File: config.mk
export PLATFORM = sky130hd
export DESIGN_NAME = uart_alu_frame_interface_flat
export DESIGN_NICKNAME = d
export VERILOG_FILES = /design/src/rtl/uart_alu_frame_interface_if.sv /design/src/rtl/uart_alu_frame_interface.sv /design/src/flat_wrapper.sv
export SDC_FILE = /design/constraint.sdc
export NUM_CORES = 1
export LEC_CHECK = 0
export ABC_AREA = 1
export CAP_MARGIN = 30
export CORE_MARGIN = 5
export CORE_UTILIZATION = 53
export CTS_CLUSTER_DIAMETER = 30
export CTS_CLUSTER_SIZE = 12
export DETAILED_ROUTE_END_ITERATION = 12
export PLACE_DENSITY = 0.8
export RECOVER_POWER = 25
export SLEW_MARGIN = 0
export SYNTH_ARGS = -nofsm -noshare
export SYNTH_HDL_FRONTEND = slang
export SYNTH_SLANG_ARGS = --single-unit
File: constraint.sdc
create_clock -name i_clock -period 2.2 [get_ports i_clock]
set_input_delay 0.66 -clock i_clock [delete_from_list [all_inputs] [get_ports i_clock]]
set_output_delay 0.66 -clock i_clock [all_outputs]
set_load 0.03 [all_outputs]
File: src/rtl/uart_alu_frame_interface_if.sv
// Byte-stream, ALU and transmitter signals of the UART/ALU frame bridge.
// slave = the bridge, master = whatever drives its inputs.
interface uart_alu_frame_interface_if #(
  parameter int NB_BYTE   = 8,
  parameter int NB_DATA   = 16,
  parameter int NB_OPCODE = 6
);
  logic [NB_BYTE-1:0]   i_rx_byte;
  logic                 i_rx_valid;
  logic [NB_DATA-1:0]   o_operand_a;
  logic [NB_DATA-1:0]   o_operand_b;
  logic [NB_OPCODE-1:0] o_opcode;
  logic                 o_alu_valid;
  logic [NB_DATA-1:0]   i_alu_result;
  logic                 i_alu_result_valid;
  logic [NB_BYTE-1:0]   o_tx_byte;
  logic                 o_tx_valid;
  logic                 i_tx_ready;
  logic                 o_busy;
  logic                 o_frame_error;

  modport slave (
    input  i_rx_byte, i_rx_valid,
    input  i_alu_result, i_alu_result_valid,
    input  i_tx_ready,
    output o_operand_a, o_operand_b, o_opcode,
    output o_alu_valid, o_tx_byte, o_tx_valid,
    output o_busy, o_frame_error
  );

  modport master (
    output i_rx_byte, i_rx_valid,
    output i_alu_result, i_alu_result_valid,
    output i_tx_ready,
    input  o_operand_a, o_operand_b, o_opcode,
    input  o_alu_valid, o_tx_byte, o_tx_valid,
    input  o_busy, o_frame_error
  );
endinterface

File: src/rtl/uart_alu_frame_interface.sv
// UART <-> ALU frame bridge: A, B, opcode in; result bytes out, LSB first.
// Optional checksum byte on RX and TX with `define UART_ALU_CHECKSUM_EN.
module uart_alu_frame_interface #(
  parameter int NB_BYTE        = 8,
  parameter int NB_DATA        = 16,
  parameter int NB_OPCODE      = 6,
  parameter int NB_TIMEOUT     = 16,
  parameter int TIMEOUT_CYCLES = 50000
) (
  input logic i_clock,
  input logic i_reset,
  uart_alu_frame_interface_if.slave bus
);

  localparam int N_BYTES = NB_DATA / NB_BYTE;
`ifdef UART_ALU_CHECKSUM_EN
  localparam int N_TX = N_BYTES + 1;
`else
  localparam int N_TX = N_BYTES;
`endif
  localparam int NB_CNT = $clog2(N_TX + 1);
  localparam logic [NB_CNT-1:0] LAST_RX = NB_CNT'(N_BYTES - 1);
  localparam logic [NB_CNT-1:0] LAST_TX = NB_CNT'(N_TX - 1);
  localparam logic [NB_TIMEOUT-1:0] TMO_LAST =
    NB_TIMEOUT'(TIMEOUT_CYCLES - 1);

  typedef enum logic [2:0] {
    RX_A,
    RX_B,
    RX_OP,
`ifdef UART_ALU_CHECKSUM_EN
    RX_CHK,
`endif
    ISSUE,
    WAIT_ALU,
    TX_RESULT
  } state_t;

  state_t               state;
  logic [NB_CNT-1:0]    count;
  logic [NB_TIMEOUT-1:0] timer;
  logic [NB_DATA-1:0]   a_asm;
  logic [NB_DATA-1:0]   b_asm;
  logic [NB_DATA-1:0]   result;
  logic [NB_DATA-1:0]   operand_a;
  logic [NB_DATA-1:0]   operand_b;
  logic [NB_OPCODE-1:0] opcode;
  logic                 alu_valid;
  logic                 frame_error;
  logic [NB_BYTE-1:0]   tx_byte;
  logic                 rx_phase;
  logic                 timing;
`ifdef UART_ALU_CHECKSUM_EN
  logic [NB_BYTE-1:0]   chk;
  logic [NB_OPCODE-1:0] op_asm;
  logic [NB_BYTE-1:0]   res_chk;
`endif

  always_comb begin
    rx_phase = (state == RX_A) || (state == RX_B) ||
`ifdef UART_ALU_CHECKSUM_EN
               (state == RX_CHK) ||
`endif
               (state == RX_OP);
  end

  // An idle RX_A with nothing assembled is not a partial frame.
  assign timing = rx_phase && !(state == RX_A && count == '0);

`ifdef UART_ALU_CHECKSUM_EN
  always_comb begin
    res_chk = '0;
    for (int i = 0; i < N_BYTES; i++)
      res_chk = res_chk ^ result[i*NB_BYTE +: NB_BYTE];
  end
`endif

  always_comb begin
    tx_byte = '0;
    if (state == TX_RESULT) begin
      if (count <= LAST_RX)
        tx_byte = result[int'(count)*NB_BYTE +: NB_BYTE];
`ifdef UART_ALU_CHECKSUM_EN
      else
        tx_byte = res_chk;
`endif
    end
  end

  always_ff @(posedge i_clock) begin
    if (i_reset) begin
      state       <= RX_A;
      count       <= '0;
      timer       <= '0;
      a_asm       <= '0;
      b_asm       <= '0;
      result      <= '0;
      operand_a   <= '0;
      operand_b   <= '0;
      opcode      <= '0;
      alu_valid   <= 1'b0;
      frame_error <= 1'b0;
`ifdef UART_ALU_CHECKSUM_EN
      chk         <= '0;
      op_asm      <= '0;
`endif
    end else begin
      alu_valid   <= 1'b0;
      frame_error <= 1'b0;
      unique case (state)
        RX_A: if (bus.i_rx_valid) begin
          a_asm[int'(count)*NB_BYTE +: NB_BYTE] <= bus.i_rx_byte;
`ifdef UART_ALU_CHECKSUM_EN
          chk <= chk ^ bus.i_rx_byte;
`endif
          if (count == LAST_RX) begin
            count <= '0;
            state <= RX_B;
          end else begin
            count <= count + 1'b1;
          end
        end
        RX_B: if (bus.i_rx_valid) begin
          b_asm[int'(count)*NB_BYTE +: NB_BYTE] <= bus.i_rx_byte;
`ifdef UART_ALU_CHECKSUM_EN
          chk <= chk ^ bus.i_rx_byte;
`endif
          if (count == LAST_RX) begin
            count <= '0;
            state <= RX_OP;
          end else begin
            count <= count + 1'b1;
          end
        end
        RX_OP: if (bus.i_rx_valid) begin
`ifdef UART_ALU_CHECKSUM_EN
          chk    <= chk ^ bus.i_rx_byte;
          op_asm <= bus.i_rx_byte[NB_OPCODE-1:0];
          state  <= RX_CHK;
`else
          operand_a <= a_asm;
          operand_b <= b_asm;
          opcode    <= bus.i_rx_byte[NB_OPCODE-1:0];
          alu_valid <= 1'b1;
          state     <= ISSUE;
`endif
        end
`ifdef UART_ALU_CHECKSUM_EN
        RX_CHK: if (bus.i_rx_valid) begin
          chk <= '0;
          if (bus.i_rx_byte == chk) begin
            operand_a <= a_asm;
            operand_b <= b_asm;
            opcode    <= op_asm;
            alu_valid <= 1'b1;
            state     <= ISSUE;
          end else begin
            frame_error <= 1'b1;
            state       <= RX_A;
          end
        end
`endif
        ISSUE: state <= WAIT_ALU;
        WAIT_ALU: if (bus.i_alu_result_valid) begin
          result <= bus.i_alu_result;
          count  <= '0;
          state  <= TX_RESULT;
        end
        TX_RESULT: if (bus.i_tx_ready) begin
          if (count == LAST_TX) begin
            count <= '0;
            state <= RX_A;
`ifdef UART_ALU_CHECKSUM_EN
            chk   <= '0;
`endif
          end else begin
            count <= count + 1'b1;
          end
        end
        default: state <= RX_A;
      endcase

      if (bus.i_rx_valid || !timing) timer <= '0;
      else timer <= timer + 1'b1;

      // A byte arriving on the expiry cycle keeps the frame alive.
      if (timing && !bus.i_rx_valid && timer == TMO_LAST) begin
        frame_error <= 1'b1;
        state       <= RX_A;
        count       <= '0;
        timer       <= '0;
`ifdef UART_ALU_CHECKSUM_EN
        chk         <= '0;
`endif
      end

      if (bus.i_rx_valid && !rx_phase) frame_error <= 1'b1;
    end
  end

  assign bus.o_operand_a   = operand_a;
  assign bus.o_operand_b   = operand_b;
  assign bus.o_opcode      = opcode;
  assign bus.o_alu_valid   = alu_valid;
  assign bus.o_tx_byte     = tx_byte;
  assign bus.o_tx_valid    = (state == TX_RESULT);
  assign bus.o_busy        = !(state == RX_A && count == '0);
  assign bus.o_frame_error = frame_error;

endmodule

File: src/flat_wrapper.sv
// flat-port wrapper written by rule: the top's interface ports become plain ports
module uart_alu_frame_interface_flat 
#(
  parameter int NB_BYTE        = 8,
  parameter int NB_DATA        = 16,
  parameter int NB_OPCODE      = 6,
  parameter int NB_TIMEOUT     = 16,
  parameter int TIMEOUT_CYCLES = 50000
)
  (i_clock, i_reset, bus_i_rx_byte, bus_i_rx_valid, bus_i_alu_result, bus_i_alu_result_valid, bus_i_tx_ready, bus_o_operand_a, bus_o_operand_b, bus_o_opcode, bus_o_alu_valid, bus_o_tx_byte, bus_o_tx_valid, bus_o_busy, bus_o_frame_error);
  uart_alu_frame_interface_if #(.NB_BYTE(NB_BYTE), .NB_DATA(NB_DATA), .NB_OPCODE(NB_OPCODE)) bus_i ();
  input logic i_clock;
  input logic i_reset;
  input wire logic [$bits(bus_i.i_rx_byte)-1:0] bus_i_rx_byte;
  input wire logic [$bits(bus_i.i_rx_valid)-1:0] bus_i_rx_valid;
  input wire logic [$bits(bus_i.i_alu_result)-1:0] bus_i_alu_result;
  input wire logic [$bits(bus_i.i_alu_result_valid)-1:0] bus_i_alu_result_valid;
  input wire logic [$bits(bus_i.i_tx_ready)-1:0] bus_i_tx_ready;
  output wire logic [$bits(bus_i.o_operand_a)-1:0] bus_o_operand_a;
  output wire logic [$bits(bus_i.o_operand_b)-1:0] bus_o_operand_b;
  output wire logic [$bits(bus_i.o_opcode)-1:0] bus_o_opcode;
  output wire logic [$bits(bus_i.o_alu_valid)-1:0] bus_o_alu_valid;
  output wire logic [$bits(bus_i.o_tx_byte)-1:0] bus_o_tx_byte;
  output wire logic [$bits(bus_i.o_tx_valid)-1:0] bus_o_tx_valid;
  output wire logic [$bits(bus_i.o_busy)-1:0] bus_o_busy;
  output wire logic [$bits(bus_i.o_frame_error)-1:0] bus_o_frame_error;
  assign bus_i.i_rx_byte = bus_i_rx_byte;
  assign bus_i.i_rx_valid = bus_i_rx_valid;
  assign bus_i.i_alu_result = bus_i_alu_result;
  assign bus_i.i_alu_result_valid = bus_i_alu_result_valid;
  assign bus_i.i_tx_ready = bus_i_tx_ready;
  assign bus_o_operand_a = bus_i.o_operand_a;
  assign bus_o_operand_b = bus_i.o_operand_b;
  assign bus_o_opcode = bus_i.o_opcode;
  assign bus_o_alu_valid = bus_i.o_alu_valid;
  assign bus_o_tx_byte = bus_i.o_tx_byte;
  assign bus_o_tx_valid = bus_i.o_tx_valid;
  assign bus_o_busy = bus_i.o_busy;
  assign bus_o_frame_error = bus_i.o_frame_error;
  uart_alu_frame_interface #(.NB_BYTE(NB_BYTE), .NB_DATA(NB_DATA), .NB_OPCODE(NB_OPCODE), .NB_TIMEOUT(NB_TIMEOUT), .TIMEOUT_CYCLES(TIMEOUT_CYCLES)) u_core (.i_clock(i_clock), .i_reset(i_reset), .bus(bus_i));
endmodule
; Word-level counts from Yosys, hierarchy flattened
; Cells that the tools add are included.
[word_totals]
regBits = 109
elab_cells = 81
in_bits = 29
out_inout_bits = 50
[op_classes]
eq_ne = 16
n_lt_le_gt_ge = 1
n_reduce_logical = 25
n_addsub = 3
shifts = 3
n_bitwise = 1
n_mux = 21
[op_table]
columns = operator, n
row1 = $neg 5->33, 1
row2 = $shift 8x33->16 const A, 1
row3 = $shiftx 8x33->16, 1
row4 = $bwmux 16, 2
row5 = $mux 3, 8
row6 = $pmux 3 s6, 1
row7 = $add 16x1->16 const B, 1
row8 = $eq 16x16->1 const B, 1
row9 = $mux 8, 2
row10 = $shiftx 16x6->8, 1
row11 = $ne 2x2->1 const B, 7
row12 = $mux 2, 4
row13 = $reduce_and 2->1, 4
row14 = $reduce_and 8->1, 1
row15 = $eq 3x2->1 const B, 2
row16 = $eq 3x3->1 const B, 2
row17 = $pmux 2 s3, 1
row18 = $reduce_or 2->1, 3
row19 = $logic_and 1x1->1, 5
row20 = $logic_not 1->1, 4
row21 = $ne 2x1->1 const B, 2
row22 = $reduce_and 4->1, 1
row23 = $eq 3x1->1 const B, 1
row24 = $logic_not 3->1, 1
row25 = 9 further kinds, 13

; Depth between registers and ports, before layout
[logic_depth]
depth_word = 8
ltp_mapped = 10
depth_no_buf = 9

; Worst setup path after synthesis
; No wires, ideal clock.
[synth_timing]
path_kind = reg2out
startpoint = register u_core.state[0]
endpoint = output bus_o_tx_byte[0]
required_time_ns = 1.540
path_buffers = 0
t_arrival_ns = 1.512
path_slack_ns = 0.028
path_stages_with_launch = 7
cell_sequence = dfxtp_1 > inv_2 > nor2_4 > nand2_1 > inv_1 > nand2_1 > nor2_1
[synth_between]
elab_chain_cells = 2
[synth_rtl]
columns = element, line_no
row1 = "start, declared", uart_alu_frame_interface.sv:39  ; state_t state;
row2 = "start signal, assigned", uart_alu_frame_interface.sv:92  ; state <= RX_A;
row3 = "start signal, assigned", uart_alu_frame_interface.sv:118  ; state <= RX_B;
row4 = "start signal, assigned", uart_alu_frame_interface.sv:130  ; state <= RX_OP;
row5 = $eq 3x3->1, -
row6 = via bus_o_tx_valid, flat_wrapper.sv:24  ; output wire logic [$bits(bus_i.o_tx_valid)-1:0] bus_o_tx_valid;
row7 = $mux 8, uart_alu_frame_interface.sv:80  ; if (state == TX_RESULT) begin
row8 = "end, declared", flat_wrapper.sv:23  ; output wire logic [$bits(bus_i.o_tx_byte)-1:0] bus_o_tx_byte;
; The timed path passes the listed nets, and every way through them passes these cells.

; Worst setup path in the final report
[layout_timing]
startpoint = register u_core.count[1]
endpoint = output bus_o_busy
[layout_between]
elab_chain_cells = 3
[layout_rtl]
columns = element, line_no
row1 = "start, declared", uart_alu_frame_interface.sv:40  ; logic [NB_CNT-1:0] count;
row2 = "start signal, assigned", uart_alu_frame_interface.sv:120  ; count <= count + 1'b1;
row3 = "start signal, assigned", uart_alu_frame_interface.sv:132  ; count <= count + 1'b1;
row4 = "start signal, assigned", uart_alu_frame_interface.sv:177  ; count <= count + 1'b1;
row5 = $logic_not 2->1, uart_alu_frame_interface.sv:207  ; assign bus.o_busy = !(state == RX_A && count == '0);
row6 = $logic_and 1x1->1, uart_alu_frame_interface.sv:207
row7 = $logic_not 1->1, uart_alu_frame_interface.sv:207
row8 = "end, declared", flat_wrapper.sv:25  ; output wire logic [$bits(bus_i.o_busy)-1:0] bus_o_busy;
; No other way between the ends.

==> impl_metrics.xml <==
<?xml version="1.0" encoding="UTF-8"?>
<metrics>
  <group name="sta">
    <metric name="timing.final.hold_violations" unit="">0</metric>
    <metric name="unrepaired_setup_endpoints_after_global_routing" unit="">false</metric>
    <metric name="setup_ws" unit="ps">97.9</metric>
    <metric name="setup_viol" unit="">0</metric>
    <metric name="holdWs" unit="ps">448</metric>
    <metric name="fmax" unit="MHz">476</metric>
    <metric name="layout_worst_path_cycle_share" unit="%">95.6</metric>
    <metric name="final-max-slew-violation-count" unit="">0</metric>
    <metric name="timing.final.crit_period" unit="ps">2100</metric>
    <metric name="clock-skew-final" unit="ps">11.6</metric>
    <metric name="slew_headroom" unit="%">44.0</metric>
    <metric name="tightestPinTransition" unit="ps">840</metric>
  </group>
  <group name="die">
    <metric name="start_util" unit="%">55.1</metric>
    <metric name="die-height" unit="um">103</metric>
    <metric name="floorplan.core_area" unit="sq um">8300</metric>
    <metric name="chipWidth" unit="um">103</metric>
    <metric name="row_count" unit="">33</metric>
    <metric name="ioPinCount" unit="">79</metric>
    <metric name="design.die.area" unit="sq um">10600</metric>
  </group>
  <group name="cts">
    <metric name="clock-root-buffer" unit="">sky130_fd_sc_hd__clkbuf_8</metric>
    <metric name="clk-insertion-delay-late" unit="ps">370</metric>
    <metric name="cts.repair.resized" unit="">2</metric>
    <metric name="clock_tree.htree_level_count" unit="">3</metric>
    <metric name="post_cts_buffers" unit="">0</metric>
    <metric name="cts.reportedPaths.clkPinSlew" unit="ps">100</metric>
    <metric name="cts_hold_buffers" unit="">0</metric>
    <metric name="clock_sinks" unit="">109</metric>
    <metric name="cts_tree" unit="">done</metric>
    <metric name="cts_made_buffers" unit="">9</metric>
    <metric name="cts_buffer_depth" unit="">2</metric>
  </group>
  <group name="final_layout">
    <metric name="final-seq-area" unit="sq um">2180</metric>
    <metric name="post-route-cell-area" unit="sq um">5620</metric>
    <metric name="nNetsFinal" unit="">731</metric>
    <metric name="multi_input_area" unit="sq um">1920</metric>
    <metric name="area.growth.synth_to_final" unit="%">22.8</metric>
    <metric name="share_of_the_core_filled_with_cells_in_the_final_layout" unit="%">67.7</metric>
    <metric name="antenna_cells_inserted" unit="">0</metric>
    <metric name="drive_gt1_share" unit="%">8.12</metric>
    <metric name="fill_cells" unit="">710</metric>
  </group>
  <group name="drt">
    <metric name="first_iter_violations" unit="">187</metric>
    <metric name="route.antenna.remaining_nets" unit="">0</metric>
    <metric name="detail_route.vias_per_cell" unit="">5.10</metric>
    <metric name="drt_drc_violations_left" unit="">0</metric>
    <metric name="routed_wirelength" unit="mm">10.3</metric>
    <metric name="vias_after_detailed_routing" unit="">4118</metric>
    <metric name="drtPass1Iterations" unit="">5</metric>
    <metric name="wl_per_cell" unit="um">12.8</metric>
  </group>
  <group name="synth">
    <metric name="yosys.cell_count.top_type" unit="">sky130_fd_sc_hd__a21oi_1</metric>
    <metric name="ys_seq_area_share" unit="%">47.7</metric>
    <metric name="synth-edff-count" unit="">0</metric>
    <metric name="yosysUniqueCellTypes" unit="">26</metric>
    <metric name="postSynthRegisterBits" unit="">109</metric>
    <metric name="syn_nets" unit="">658</metric>
    <metric name="post_synth_inst_count" unit="">624</metric>
    <metric name="async_flop_share" unit="%">0</metric>
    <metric name="yosys_warnings" unit="">0</metric>
    <metric name="yosys_most_used_dff" unit="">sky130_fd_sc_hd__dfxtp_1</metric>
    <metric name="post_synth_most_frequent_cells" unit="">110 x sky130_fd_sc_hd__a21oi_1, 109 x sky130_fd_sc_hd__dfxtp_1, 96 x sky130_fd_sc_hd__nand2_1, 83 x sky130_fd_sc_hd__inv_1, 70 x sky130_fd_sc_hd__nor2_1</metric>
    <metric name="synthesis.area" unit="sq um">4580</metric>
    <metric name="share_of_the_synthesized_area_in_the_top_cell_type" unit="%">47.7</metric>
    <metric name="synth.avg_cell_area" unit="sq um">7.33</metric>
    <metric name="synth_top_cell_by_area" unit="">sky130_fd_sc_hd__dfxtp_1</metric>
    <metric name="ys_top_cells_by_area" unit="">sky130_fd_sc_hd__dfxtp_1 48%, sky130_fd_sc_hd__a21oi_1 12%, sky130_fd_sc_hd__nand2_1 7.9%</metric>
  </group>
  <group name="critical_path">
    <metric name="critical_path_fanout_max" unit="">4</metric>
    <metric name="cp.required" unit="ps">1540</metric>
    <metric name="worst_setup_path_start_kind" unit="">flop</metric>
    <metric name="path_class" unit="">reg -&gt; out</metric>
    <metric name="worst-endpoint-arrival" unit="ps">1440</metric>
    <metric name="endpoint_kind" unit="">output pin</metric>
  </group>
  <group name="global_routing">
    <metric name="grt_antenna_before_repair" unit="">0</metric>
    <metric name="pin_count_of_the_biggest_net_entering_global_routing" unit="">49</metric>
    <metric name="grt_first_pass_wirelength" unit="mm">17.2</metric>
    <metric name="grt_usage" unit="%">20.5</metric>
    <metric name="grt_pass1_vias" unit="">3797</metric>
    <metric name="grt_overflow" unit="">0</metric>
  </group>
  <group name="placement">
    <metric name="detailed_place_hpwl" unit="mm">7.73</metric>
    <metric name="place_ws" unit="ps">-2.24</metric>
    <metric name="gp_congestion" unit="">0.872</metric>
    <metric name="io_buffers" unit="">78</metric>
    <metric name="placed_cell_area" unit="sq um">5460</metric>
  </group>
  <group name="run_status">
    <metric name="outcome" unit="">completed</metric>
  </group>
  <group name="power">
    <metric name="power_density" unit="nW/um^2">839</metric>
    <metric name="final_power" unit="mW">4.72</metric>
    <metric name="irDropWorstVdd" unit="mV">0.498</metric>
    <metric name="leakage" unit="nW">2.05</metric>
  </group>
  <group name="min_path">
    <metric name="timing.hold.worst.class" unit="">reg -&gt; reg</metric>
  </group>
  <group name="job">
    <metric name="max_cap_viol_count" unit="">0</metric>
  </group>
</metrics>
[cell type report]
class	count	share of cell area, %
clock buffer	10	2.27
clock inverter	6	0.868
inverter	88	6.06
multi-input combinational	398	34.2
sequential	109	38.8
tap	105	2.34
timing repair buffer	91	15.4
[logic make-up after synthesis]
kind of cell,Yosys count,synth area share (%)
AOI/OAI and AO/OA,163,17.8
xor gates and xnor gates,4,0.766
adders and majority gates,5,1.37
buffers and inverters,117,10.5
DFF,109,47.7
and+or+nand+nor,226,21.8
[flip-flops by register name, indices dropped and copies added, names as in the netlist]
| name | count |
|---|---|
| u_core.bus.o_operand_b | 16 |
| u_core.result | 16 |
| u_core.count | 2 |
| u_core.timer | 16 |
| u_core.bus.o_frame_error | 1 |
| u_core.bus.o_operand_a | 16 |
| u_core.state | 3 |
| u_core.bus.o_alu_valid | 1 |
| u_core.a_asm | 16 |
| u_core.bus.o_opcode | 6 |
| u_core.b_asm | 16 |
[cell usage in the layout, fill, tap and decap left out, types with 2 or more instances in the layout]
cell type	n
sky130_fd_sc_hd__nor2_1	68
sky130_fd_sc_hd__buf_4	17
sky130_fd_sc_hd__o21ai_0	53
sky130_fd_sc_hd__clkinv_4	4
sky130_fd_sc_hd__nand3b_1	2
sky130_fd_sc_hd__nand3_1	40
sky130_fd_sc_hd__nor2_4	3
sky130_fd_sc_hd__dlygate4sd3_1	2
sky130_fd_sc_hd__clkbuf_8	9
sky130_fd_sc_hd__dfxtp_1	108
sky130_fd_sc_hd__inv_2	4
sky130_fd_sc_hd__xor2_1	4
sky130_fd_sc_hd__nand2_1	95
sky130_fd_sc_hd__clkinvlp_4	2
sky130_fd_sc_hd__nor3_1	6
sky130_fd_sc_hd__inv_1	82
sky130_fd_sc_hd__nand2_4	4
sky130_fd_sc_hd__clkdlybuf4s50_1	66
sky130_fd_sc_hd__clkbuf_2	3
sky130_fd_sc_hd__a21oi_1	110
sky130_fd_sc_hd__ha_1	5
sky130_fd_sc_hd__nor2_2	2
[where the power goes]
group | total, mW | leakage [nW] | internal [mW] | switching (mW)
logic | 1.40 | 1.08 | 0.470 | 0.928
clock network | 1.11 | 0.0844 | 0.422 | 0.686
registers | 2.21 | 0.880 | 2.13 | 0.0803
total | 4.72 | 2.05 | 3.02 | 1.69
[routing by layer]
| layer | GRT usage [%] | up-vias | wire (um) |
|---|---|---|---|
| li1 | - | 2137 | - |
| met2 | 33.3 | 114 | 4920 |
| met4 | 9.06 | 0 | 223 |
| met1 | 26.2 | 1847 | 4510 |
| met3 | 4.40 | 20 | 668 |
| met5 | 0 | - | 0 |
[worst paths after layout]
kind / start / slack (ps) / cells past startpoint / endpoint
hold / removal: u_core.bus.o_opcode[0]$_SDFFE_PP0P_ / 450 / 2 / u_core.bus.o_opcode[0]$_SDFFE_PP0P_
setup / recovery: u_core.count[1]$_SDFFE_PP0P_ / 100 / 4 / bus_o_busy
hold reg to reg: u_core.bus.o_opcode[0]$_SDFFE_PP0P_ / 450 / 2 / u_core.bus.o_opcode[0]$_SDFFE_PP0P_
setup reg to reg: u_core.state[0]$_SDFFE_PP0P_ / 410 / 6 / u_core.bus.o_operand_b[7]$_SDFFE_PP0P_
[stage by stage]
stage,setup TNS (ps),std cells
2_1_floorplan,0,624
3_3_place_gp,0,791
3_5_place_dp,-2.24,791
4_1_cts,0,807
5_1_grt,0,807
6_report,0,807
[critical path, cell delays in order, from the launching register on]
cell and delay (ps):
sky130_fd_sc_hd__dfxtp_1 340, sky130_fd_sc_hd__inv_1 170, sky130_fd_sc_hd__ha_1 240, sky130_fd_sc_hd__nand3_1 130, sky130_fd_sc_hd__buf_4 190
Power figures use the tool's default switching activity.
